$ cat config.mk
export PLATFORM = sky130hd
export DESIGN_NAME = ysyx_24100006_lsu_flat
export DESIGN_NICKNAME = d
export VERILOG_FILES = /design/src/rtl/ysyx_24100006_lsu_if.sv /design/src/rtl/ysyx_24100006_lsu.sv /design/src/flat_wrapper.sv
export SDC_FILE = /design/constraint.sdc
export NUM_CORES = 1
export LEC_CHECK = 0
export BUFFER_PORTS_ARGS = -buffer_cell sky130_fd_sc_hd__buf_2
export CORE_AREA = 2 2 135 137
export CTS_BUF_LIST = sky130_fd_sc_hd__clkbuf_16
export CTS_CLUSTER_DIAMETER = 80
export DETAILED_ROUTE_END_ITERATION = 8
export DIE_AREA = 0 0 137 139
export PLACE_DENSITY = 0.78
export SLEW_MARGIN = 20
export SYNTH_ARGS = -nofsm -noshare
export SYNTH_HDL_FRONTEND = slang
export SYNTH_SLANG_ARGS = --single-unit
$ cat constraint.sdc
create_clock -name clk -period 1.8 [get_ports clk]
set_input_delay 0.18 -clock clk [delete_from_list [all_inputs] [get_ports clk]]
set_output_delay 0.18 -clock clk [all_outputs]
set_load 0.02 [all_outputs]
$ cat src/rtl/ysyx_24100006_lsu_if.sv
// ysyx_24100006_lsu_if: EXEU-side, WBU-side and memory-bus handshakes of the load/store unit
interface ysyx_24100006_lsu_if #(
   parameter int DATA_W = 32,
   parameter int ADDR_W = 32,
   parameter int SIDE_W = 64
);
   logic                  in_valid;
   logic                  in_ready;
   logic [ADDR_W-1:0]     in_addr;
   logic [DATA_W-1:0]     in_wdata;
   logic                  in_read;
   logic                  in_write;
   logic [1:0]            in_size;
   logic                  in_unsigned;
   logic [SIDE_W-1:0]     in_side;
   logic                  out_valid;
   logic                  out_ready;
   logic [DATA_W-1:0]     out_rdata;
   logic [SIDE_W-1:0]     out_side;
   logic                  out_err;
   logic [1:0]            out_err_code;
   logic                  bus_req_valid;
   logic                  bus_req_ready;
   logic [ADDR_W-1:0]     bus_req_addr;
   logic                  bus_req_write;
   logic [DATA_W-1:0]     bus_req_wdata;
   logic [DATA_W/8-1:0]   bus_req_wstrb;
   logic                  bus_resp_valid;
   logic                  bus_resp_ready;
   logic [DATA_W-1:0]     bus_resp_data;
   logic                  bus_resp_err;
   modport master (
      input  in_valid, in_addr, in_wdata, in_read, in_write, in_size, in_unsigned, in_side,
      input  out_ready, bus_req_ready, bus_resp_valid, bus_resp_data, bus_resp_err,
      output in_ready, out_valid, out_rdata, out_side, out_err, out_err_code,
      output bus_req_valid, bus_req_addr, bus_req_write, bus_req_wdata, bus_req_wstrb, bus_resp_ready
   );
   modport slave (
      output in_valid, in_addr, in_wdata, in_read, in_write, in_size, in_unsigned, in_side,
      output out_ready, bus_req_ready, bus_resp_valid, bus_resp_data, bus_resp_err,
      input  in_ready, out_valid, out_rdata, out_side, out_err, out_err_code,
      input  bus_req_valid, bus_req_addr, bus_req_write, bus_req_wdata, bus_req_wstrb, bus_resp_ready
   );
endinterface

$ cat src/rtl/ysyx_24100006_lsu.sv
// ysyx_24100006_lsu: valid/ready load/store unit; define LSU_TIMEOUT_EN to add a bus-response timeout
module ysyx_24100006_lsu #(
   parameter int DATA_W      = 32,
   parameter int ADDR_W      = 32,
   parameter int SIDE_W      = 64,
   parameter int TIMEOUT_CYC = 1023
) (
   input logic clk,
   input logic reset,
   ysyx_24100006_lsu_if.master lsu
);
   localparam int BYTES = DATA_W / 8;
   localparam int OFF_W = $clog2(BYTES);

   typedef enum logic [1:0] {IDLE, REQ, RESP, DONE} state_t;

   state_t            state, state_nx;
   logic [ADDR_W-1:0] addr;
   logic [DATA_W-1:0] wdata;
   logic              read, write, uns;
   logic [1:0]        size;
   logic [SIDE_W-1:0] side;
   logic [DATA_W-1:0] rdata, rdata_nx;
   logic [1:0]        code, code_nx;
   logic [OFF_W-1:0]  off;
   logic [DATA_W-1:0] shifted, keep, load;
   logic              sgn, fire, misaligned;
   logic [2:0]        in_align;
   logic [7:0]        mask;

   assign fire       = lsu.in_valid && state == IDLE;
   assign in_align   = lsu.in_size == 2'd0 ? 3'd0 : lsu.in_size == 2'd1 ? 3'd1 : lsu.in_size == 2'd2 ? 3'd3 : 3'd7;
   assign misaligned = |(lsu.in_addr[2:0] & in_align) || (lsu.in_size == 2'd3 && DATA_W < 64);
   assign off        = addr[OFF_W-1:0];
   assign mask       = size == 2'd0 ? 8'h01 : size == 2'd1 ? 8'h03 : size == 2'd2 ? 8'h0f : 8'hff;
   assign shifted    = lsu.bus_resp_data >> {off, 3'b000};
   assign keep       = size == 2'd0 ? DATA_W'(8'hff) : size == 2'd1 ? DATA_W'(16'hffff) :
                       size == 2'd2 ? DATA_W'(32'hffff_ffff) : '1;
   assign sgn        = !uns && (size == 2'd0 ? shifted[7] : size == 2'd1 ? shifted[15] :
                                size == 2'd2 ? shifted[31] : shifted[DATA_W-1]);
   assign load       = (shifted & keep) | (sgn ? ~keep : '0);

   assign lsu.in_ready       = state == IDLE;
   assign lsu.out_valid      = state == DONE;
   assign lsu.bus_req_valid  = state == REQ;
   assign lsu.bus_resp_ready = state == RESP;
   assign lsu.out_rdata      = rdata;
   assign lsu.out_side       = side;
   assign lsu.out_err        = |code;
   assign lsu.out_err_code   = code;
   assign lsu.bus_req_addr   = addr & ~ADDR_W'(BYTES - 1);
   assign lsu.bus_req_write  = write;
   assign lsu.bus_req_wdata  = wdata << {off, 3'b000};
   assign lsu.bus_req_wstrb  = BYTES'(mask) << off;

`ifdef LSU_TIMEOUT_EN
   localparam int CNT_W = $clog2(TIMEOUT_CYC + 1);
   logic [CNT_W-1:0] cnt;
   logic             expired;
   assign expired = cnt == CNT_W'(TIMEOUT_CYC - 1);
   // cycles spent in RESP without a response; cleared outside RESP so it restarts on every entry
   always_ff @(posedge clk)
      if (reset || state != RESP) cnt <= '0;
      else if (!lsu.bus_resp_valid) cnt <= cnt + CNT_W'(1);
`endif

   // next state and the result that will be presented in DONE
   always_comb begin
      state_nx = state;
      rdata_nx = rdata;
      code_nx  = code;
      case (state)
         IDLE: if (fire) begin
            if (!(lsu.in_read || lsu.in_write)) begin
               state_nx = DONE;
               rdata_nx = '0;
               code_nx  = 2'd0;
            end else if (misaligned) begin
               state_nx = DONE;
               rdata_nx = '0;
               code_nx  = 2'd1;
            end else state_nx = REQ;
         end
         REQ: if (lsu.bus_req_ready) state_nx = RESP;
         RESP: if (lsu.bus_resp_valid) begin
            state_nx = DONE;
            rdata_nx = (lsu.bus_resp_err || write) ? '0 : load;
            code_nx  = lsu.bus_resp_err ? 2'd2 : 2'd0;
         end
`ifdef LSU_TIMEOUT_EN
         else if (expired) begin
            state_nx = DONE;
            rdata_nx = '0;
            code_nx  = 2'd3;
         end
`endif
         DONE: if (lsu.out_ready) state_nx = IDLE;
         default: state_nx = IDLE;
      endcase
   end

   // state register
   always_ff @(posedge clk)
      if (reset) state <= IDLE;
      else state <= state_nx;

   // request capture and result registers
   always_ff @(posedge clk)
      if (reset) begin
         addr  <= '0;
         wdata <= '0;
         read  <= 1'b0;
         write <= 1'b0;
         size  <= 2'd0;
         uns   <= 1'b0;
         side  <= '0;
         rdata <= '0;
         code  <= 2'd0;
      end else begin
         if (fire) begin
            addr  <= lsu.in_addr;
            wdata <= lsu.in_wdata;
            read  <= lsu.in_read;
            write <= lsu.in_write;
            size  <= lsu.in_size;
            uns   <= lsu.in_unsigned;
            side  <= lsu.in_side;
         end
         rdata <= rdata_nx;
         code  <= code_nx;
      end

   logic unused;
   assign unused = read;
endmodule
$ cat src/flat_wrapper.sv
// flat-port wrapper written by rule: the top's interface ports become plain ports
module ysyx_24100006_lsu_flat 
#(
   parameter int DATA_W      = 32,
   parameter int ADDR_W      = 32,
   parameter int SIDE_W      = 64,
   parameter int TIMEOUT_CYC = 1023
)
  (clk, reset, lsu_in_valid, lsu_in_addr, lsu_in_wdata, lsu_in_read, lsu_in_write, lsu_in_size, lsu_in_unsigned, lsu_in_side, lsu_out_ready, lsu_bus_req_ready, lsu_bus_resp_valid, lsu_bus_resp_data, lsu_bus_resp_err, lsu_in_ready, lsu_out_valid, lsu_out_rdata, lsu_out_side, lsu_out_err, lsu_out_err_code, lsu_bus_req_valid, lsu_bus_req_addr, lsu_bus_req_write, lsu_bus_req_wdata, lsu_bus_req_wstrb, lsu_bus_resp_ready);
  ysyx_24100006_lsu_if #(.DATA_W(DATA_W), .ADDR_W(ADDR_W), .SIDE_W(SIDE_W)) lsu_i ();
  input logic clk;
  input logic reset;
  input wire logic [$bits(lsu_i.in_valid)-1:0] lsu_in_valid;
  input wire logic [$bits(lsu_i.in_addr)-1:0] lsu_in_addr;
  input wire logic [$bits(lsu_i.in_wdata)-1:0] lsu_in_wdata;
  input wire logic [$bits(lsu_i.in_read)-1:0] lsu_in_read;
  input wire logic [$bits(lsu_i.in_write)-1:0] lsu_in_write;
  input wire logic [$bits(lsu_i.in_size)-1:0] lsu_in_size;
  input wire logic [$bits(lsu_i.in_unsigned)-1:0] lsu_in_unsigned;
  input wire logic [$bits(lsu_i.in_side)-1:0] lsu_in_side;
  input wire logic [$bits(lsu_i.out_ready)-1:0] lsu_out_ready;
  input wire logic [$bits(lsu_i.bus_req_ready)-1:0] lsu_bus_req_ready;
  input wire logic [$bits(lsu_i.bus_resp_valid)-1:0] lsu_bus_resp_valid;
  input wire logic [$bits(lsu_i.bus_resp_data)-1:0] lsu_bus_resp_data;
  input wire logic [$bits(lsu_i.bus_resp_err)-1:0] lsu_bus_resp_err;
  output wire logic [$bits(lsu_i.in_ready)-1:0] lsu_in_ready;
  output wire logic [$bits(lsu_i.out_valid)-1:0] lsu_out_valid;
  output wire logic [$bits(lsu_i.out_rdata)-1:0] lsu_out_rdata;
  output wire logic [$bits(lsu_i.out_side)-1:0] lsu_out_side;
  output wire logic [$bits(lsu_i.out_err)-1:0] lsu_out_err;
  output wire logic [$bits(lsu_i.out_err_code)-1:0] lsu_out_err_code;
  output wire logic [$bits(lsu_i.bus_req_valid)-1:0] lsu_bus_req_valid;
  output wire logic [$bits(lsu_i.bus_req_addr)-1:0] lsu_bus_req_addr;
  output wire logic [$bits(lsu_i.bus_req_write)-1:0] lsu_bus_req_write;
  output wire logic [$bits(lsu_i.bus_req_wdata)-1:0] lsu_bus_req_wdata;
  output wire logic [$bits(lsu_i.bus_req_wstrb)-1:0] lsu_bus_req_wstrb;
  output wire logic [$bits(lsu_i.bus_resp_ready)-1:0] lsu_bus_resp_ready;
  assign lsu_i.in_valid = lsu_in_valid;
  assign lsu_i.in_addr = lsu_in_addr;
  assign lsu_i.in_wdata = lsu_in_wdata;
  assign lsu_i.in_read = lsu_in_read;
  assign lsu_i.in_write = lsu_in_write;
  assign lsu_i.in_size = lsu_in_size;
  assign lsu_i.in_unsigned = lsu_in_unsigned;
  assign lsu_i.in_side = lsu_in_side;
  assign lsu_i.out_ready = lsu_out_ready;
  assign lsu_i.bus_req_ready = lsu_bus_req_ready;
  assign lsu_i.bus_resp_valid = lsu_bus_resp_valid;
  assign lsu_i.bus_resp_data = lsu_bus_resp_data;
  assign lsu_i.bus_resp_err = lsu_bus_resp_err;
  assign lsu_in_ready = lsu_i.in_ready;
  assign lsu_out_valid = lsu_i.out_valid;
  assign lsu_out_rdata = lsu_i.out_rdata;
  assign lsu_out_side = lsu_i.out_side;
  assign lsu_out_err = lsu_i.out_err;
  assign lsu_out_err_code = lsu_i.out_err_code;
  assign lsu_bus_req_valid = lsu_i.bus_req_valid;
  assign lsu_bus_req_addr = lsu_i.bus_req_addr;
  assign lsu_bus_req_write = lsu_i.bus_req_write;
  assign lsu_bus_req_wdata = lsu_i.bus_req_wdata;
  assign lsu_bus_req_wstrb = lsu_i.bus_req_wstrb;
  assign lsu_bus_resp_ready = lsu_i.bus_resp_ready;
  ysyx_24100006_lsu #(.DATA_W(DATA_W), .ADDR_W(ADDR_W), .SIDE_W(SIDE_W), .TIMEOUT_CYC(TIMEOUT_CYC)) u_core (.clk(clk), .reset(reset), .lsu(lsu_i));
endmodule
* Word level (Yosys, flattened, before mapping) *
Index checks and enable logic that the tools add are counted.

word-level totals
  register bits = 168
  logic and storage cells = 71
  output and inout port bits = 172

operators by class
  bitwise gates (word level) = 4
  mux-type cells = 29
  shift-type cells = 3
  equality and inequality tests = 12
  reductions and logical operators = 14

operators with widths
  cell                                                                     number
  32-bit 2-to-1 mux                                                        8
  32-bit one-hot mux with 2 select lines                                   1
  32-bit AND                                                               1
  32-bit inverter                                                          1
  32-bit OR                                                                1
  32-bit by 5-bit left shift with 32-bit output                            1
  32-bit by 5-bit >> shifter with 32-bit output                            1
  2-bit 2-to-1 mux                                                         11
  3-bit 2-to-1 mux                                                         3
  2-bit equality test, second input constant                               4
  4-bit 2-to-1 mux                                                         2
  2-bit one-hot mux with 4 select lines                                    1
  4-bit AND reduction                                                      2
  2-bit by 1-bit equality test with 1-bit output, second input constant    3
  2-bit zero test                                                          3
  2-bit inequality test, second input constant                             3
  2-bit one-hot mux with 2 select lines                                    1
  4-bit by 2-bit left shift with 4-bit output                              1
  3-bit AND                                                                1
  1-bit logical OR                                                         3
  3-bit by 2-bit inequality test with 1-bit output, second input constant  1
  3-bit OR reduction                                                       1
  1-bit logical AND                                                        2
  1-bit 2-to-1 mux                                                         2
  4 further kinds                                                          4

* Depth between registers and ports, before layout *
  depth in word-level cells = 11
  gate-level depth with buffers = 8
  mapped depth without buffers = 6

* Least setup slack after synthesis *
OpenSTA, ideal clock, no wires.

  path kind = reg2reg
  start point = register u_core.state[0]
  end point = register u_core.rdata[15], in the netlist u_core.lsu.out_rdata[15]
  setup slack = -0.250 ns
  data required time = 1.708 ns
  setup time = 0.092 ns
  arrival time = 1.958 ns
  cell stages (with the launch flop) = 8
  period minus slack after synthesis = 2.050 ns
  cell sequence = dfxtp_1 -> inv_1 -> ha_1 -> or4b_1 -> nor3_1 -> nand2_2 -> buf_6 -> o32ai_1

between the ends
  elaborated cells between the ends (all ways) = 9

RTL lines
  item                                                                   line                      RTL
  from (decl)                                                            ysyx_24100006_lsu.sv:17   state_t state, state_nx;
  from (signal assigned)                                                 ysyx_24100006_lsu.sv:105  else state <= state_nx;
  2-bit equality test (*)                                                n/a
  net lsu_bus_resp_ready                                                 flat_wrapper.sv:37        output wire logic [$bits(lsu_i.bus_resp_ready)-1:0] lsu_bus_resp_ready;
  2-bit inequality test (no line) or 2-bit nonzero test (tied branches)  n/a
  4-bit AND reduction (no line)                                          n/a
  to (signal assigned)                                                   ysyx_24100006_lsu.sv:129  rdata <= rdata_nx;
  to (decl)                                                              ysyx_24100006_lsu.sv:23   logic [DATA_W-1:0] rdata, rdata_nx;

Mark *: on every way through the listed nets, which the timed path passes. The rest lies on a longest branch.
A chain may end at the register's enable or synchronous reset.

* Worst setup path in the final report *
  start point = register u_core.state[0]
  end point = register u_core.rdata[11], in the netlist u_core.lsu.out_rdata[11]

between the ends
  cells in the longest elaborated chain, start to end = 4
  elaborated cells between the ends (all ways) = 9

RTL lines
  item                                                        line                                              RTL
  2-bit zero test                                             ysyx_24100006_lsu.sv:31, ysyx_24100006_lsu.sv:72
  1-bit logical AND                                           ysyx_24100006_lsu.sv:31                           assign fire = lsu.in_valid && state == IDLE;
  2-bit by 1-bit inequality test with 1-bit output (no line)  n/a
  4-bit AND reduction (no line)                               n/a

Parallel ways exist; a longest one is shown, timed or not.

==> metrics.md <==
| Metric | Value |
|---|---|
| Outcome | `complete, but fails checks` |
| Failing checks | `setup timing` |
| CP max FO | `5` |
| Worst VDD drop | `732 uV` |
| Core Util, Final | `67.1%` |
| Synthesized area | `7280 sq um` |
| Total number of vias | `8604` |
| WP depth | `7` |
| WS Path Type | `reg -> reg` |
| Worst-case reg-to-reg path depth | `7` |
| Setup violations, final | `34` |
| Worst path slowest cell | `or4b_4` |
| Worst setup EP type | `flip-flop` |
| Initial antenna violation count | `3` |
| Starting Density | `41.2%` |
| Htree depth | `4` |
| Antenna-violating nets left | `0` |
| Top-count cell post-synth | `nand2_1` |
| Synth warnings | `0` |
| CP Launch Type | `flip-flop` |
| Fin Clk Skew | `~0.014 ns` |
| Final global-route overflow total | `0` |
| Drt pass-1 iters | `7` |
| Core Region | `17700 sq um` |
| Post-synth EDFFs | `0` |
| I/O pins | `344` |
| CTS Buffer Depth | `2` |
| Worst rel slew slack | `a little over 50%` |
| Setup WS pre-CTS | `-0.0824 ns` |
| Worst Hold Class | `in -> reg` |
| PortBufs | `between 300 and 400` |
| Post-synth top flop | `dfxtp_1` |
| Global-route wire length before repair | `41.3 mm` |
| Met2 Use GR | `a little under half` |
| Layout Nets | `1532` |
| Share of cells above drive strength 1 | `38.6%` |
| # rows | `49` |
| Synth area leaders | `dfxtp_1 (46%), nand2_1 (15%), a21oi_1 (11%)` |
| Worst-Margin Slew | `0.733 ns` |
| Worst Path Buf+Inv | `2` |
| Die X | `between 100 and 150 microns` |
| Fmax | `512 MHz` |
| Area after DPL | `9160 sq um` |
| Area share of the leading cell type in the synthesized netlist | `46.2%` |
| Hold path depth | `3` |
| Total die area | `19000 sq um` |
| Area Growth Syn to Fin | `62.6%` |
| Drt initial violations | `631` |
| Wirelength per Cell | `18.1 microns` |
| # fillers | `1279` |
| Final instance area | `11800 sq um` |
| Vias in the first global route | `8037` |
| Largest net degree at the start of global routing | `139` |
| Skew-Pair Late Insertion Delay | `0.43 ns` |
| TritonCTS Buffers | `17` |
| Hold Vio Cnt, Final | `0` |
| Post-synthesis cell type count | `41` |
| DRC Markers | `0` |
| Final WL | `28.9 mm` |
| Vias/cell | `roughly 5.4` |
| GR peak layer | `met2` |
| Total track usage | `27.3%` |
| Leakage | `5.25 nW` |
| Worst EP required | `2.13 ns` |
| M1 GR Usage | `30.8%` |
| Async SR Flop Fraction | `0%` |
| Clock sinks | `168` |
| Max incr delay on CP | `0.48 ns` |
| Final setup margin | `-0.152 ns` |
| CTS tree | `yes` |
| Dpl cells | `1422` |
| RSZ-0062 raised after global routing | `true` |
| Critical-path cell list | `inv_4 > ha_4 > or4b_4 > nor3_4 > buf_6 > nand2_4 > o32ai_2` |
| Pins Over Slew Limit | `0` |
| Final worst path period need | `between 1.5 and 2 ns` |
| Clk pin slew, worst setup/hold paths | `0.08 ns` |
| Die Ht | `139 microns` |
| Syn_area_per_cell | `a little under 8 sq um` |
| Dominant cell type by area after synthesis | `dfxtp_1` |
| Largest delay share family, worst path | `simple AND/OR/NAND/NOR gates` |
| Non-Filler Instances | `roughly 1600` |
| GPL Wtd Cong | `between 0.9 and 1` |
| Post-synth top cells | `nand2_1 (283), dfxtp_1 (168), a21oi_1 (159), clkbuf_1 (50), mux2i_1 (37)` |
| Sequential share of the synthesized area | `46.2%` |
| Power per cell area | `1270 nW/um^2` |
| Synth Register Bits | `168` |
| Post-layout power | `15.0 mW` |
| Cells after synthesis | `about 920` |
| HPWL after detailed placement | `approximately 16 mm` |
| WP data arrival | `about 2.3 ns` |
| Final worst path period share | `108%` |
| MaxCap Viol Count | `0` |
| Met3 usage | `under 10%` |
| Root Buffer | `clkbuf_16` |
-- cells by family (layout without fill, tap and decap cells) --
| family | after synthesis | count (layout) | share of synthesized area [%] |
|---|---|---|---|
| compound gates | 235 | 235 | 19.5 |
| buf+inv | 114 | 564 | 8.09 |
| other cells | 1 | 4 | 0.0515 |
| simple gates | 352 | 353 | 19.5 |
| mux | 41 | 41 | 5.86 |
| flops | 168 | 168 | 46.2 |
| fa+ha+maj | 5 | 5 | 0.859 |
-- cells in the final DEF, fill, tap and decap left out, types with 5 or more instances in the layout --
cell / Yosys / routed
clkbuf_16: 0 / 20
buf_4: 32 / 43
buf_6: 4 / 8
o2bb2ai_2: 0 / 16
o21ai_2: 0 / 5
a21oi_2: 0 / 6
nand2_1: 283 / 275
a32oi_1: 7 / 5
a211oi_2: 0 / 8
a32o_1: 5 / 5
dlygate4sd3_1: 0 / 124
buf_12: 0 / 12
inv_8: 0 / 5
o32ai_2: 0 / 8
a21oi_1: 159 / 153
nand2_2: 1 / 7
mux2i_1: 37 / 29
a211oi_1: 15 / 6
mux2i_2: 0 / 5
buf_2: 9 / 327
dfxtp_1: 168 / 163
o21ai_1: 0 / 5
and2_1: 10 / 8
nor2_1: 33 / 29
inv_1: 12 / 9
nor2b_1: 12 / 9
-- where the power goes --
group / internal, mW / switching, mW
logic: 2.58 / 3.86
registers: 4.36 / 0.457
clock network: 1.88 / 1.84
-- worst min-delay path, cell delays in order --
cell and delay (ns):
buf_2 0.10, nand2_1 0.06, a21oi_1 0.06
-- path summary, 6_finish.rpt --
path | start | to | slack, ns
max | u_core.state[0] | u_core.lsu.out_rdata[11] | -0.15
min | lsu_in_wdata[15] | u_core.wdata[15] | 0.02
max reg2reg | u_core.state[0] | u_core.lsu.out_rdata[11] | -0.15
min reg2reg | u_core.wdata[30] | u_core.wdata[30] | 0.45
-- layer usage --
metal | wire length [microns] | vias up
met5 | 8 | -
met4 | 1480 | 2
met3 | 2710 | 106
met2 | 14200 | 540
met1 | 10500 | 4003
li1 | - | 3953
-- timing repair --
action / 4_1_cts / 5_1_grt
gates cloned: 2 / 5
endpoints found under the setup margin: 57 / 62
buffers inserted: 3 / 9
hold buffers: 124 / 0
pin swaps: 4 / 15
hold endpoints to repair: 124 / 0
gates resized for setup: 22 / 109
-- sequential cells by signal (all words and copies together), names as in the netlist, 2 cells and up --
register	cells
u_core.size	2
u_core.state	2
u_core.lsu.out_err_code	2
u_core.lsu.out_rdata	32
u_core.wdata	32
u_core.addr	32
u_core.lsu.out_side	64
-- metrics by stage --
| step | hold WS (ns) | TNS, ns |
|---|---|---|
| after floorplan | 0.316 | 0 |
| after global placement | 0.420 | -0.365 |
| after detailed placement | 0.426 | -0.920 |
| after CTS | 0.00680 | -0.841 |
| after global routing | 0.0288 | -4.48 |
| final | 0.0249 | -2.82 |
-- final cells by class --
type                            count  area (sq um)  area share (%)
Inverter                           12          47.5           0.402
Sequential cell                   168          3370            28.5
Timing Repair Buffer              520          3690            31.1
Tap cell                          229           287            2.42
Clock inverter                     15           173            1.46
Clock buffer                       17           425            3.59
Multi-Input combinational cell    636          3840            32.5
Antenna cell                        2          5.00          0.0423
(Power assumes the default switching activity.)
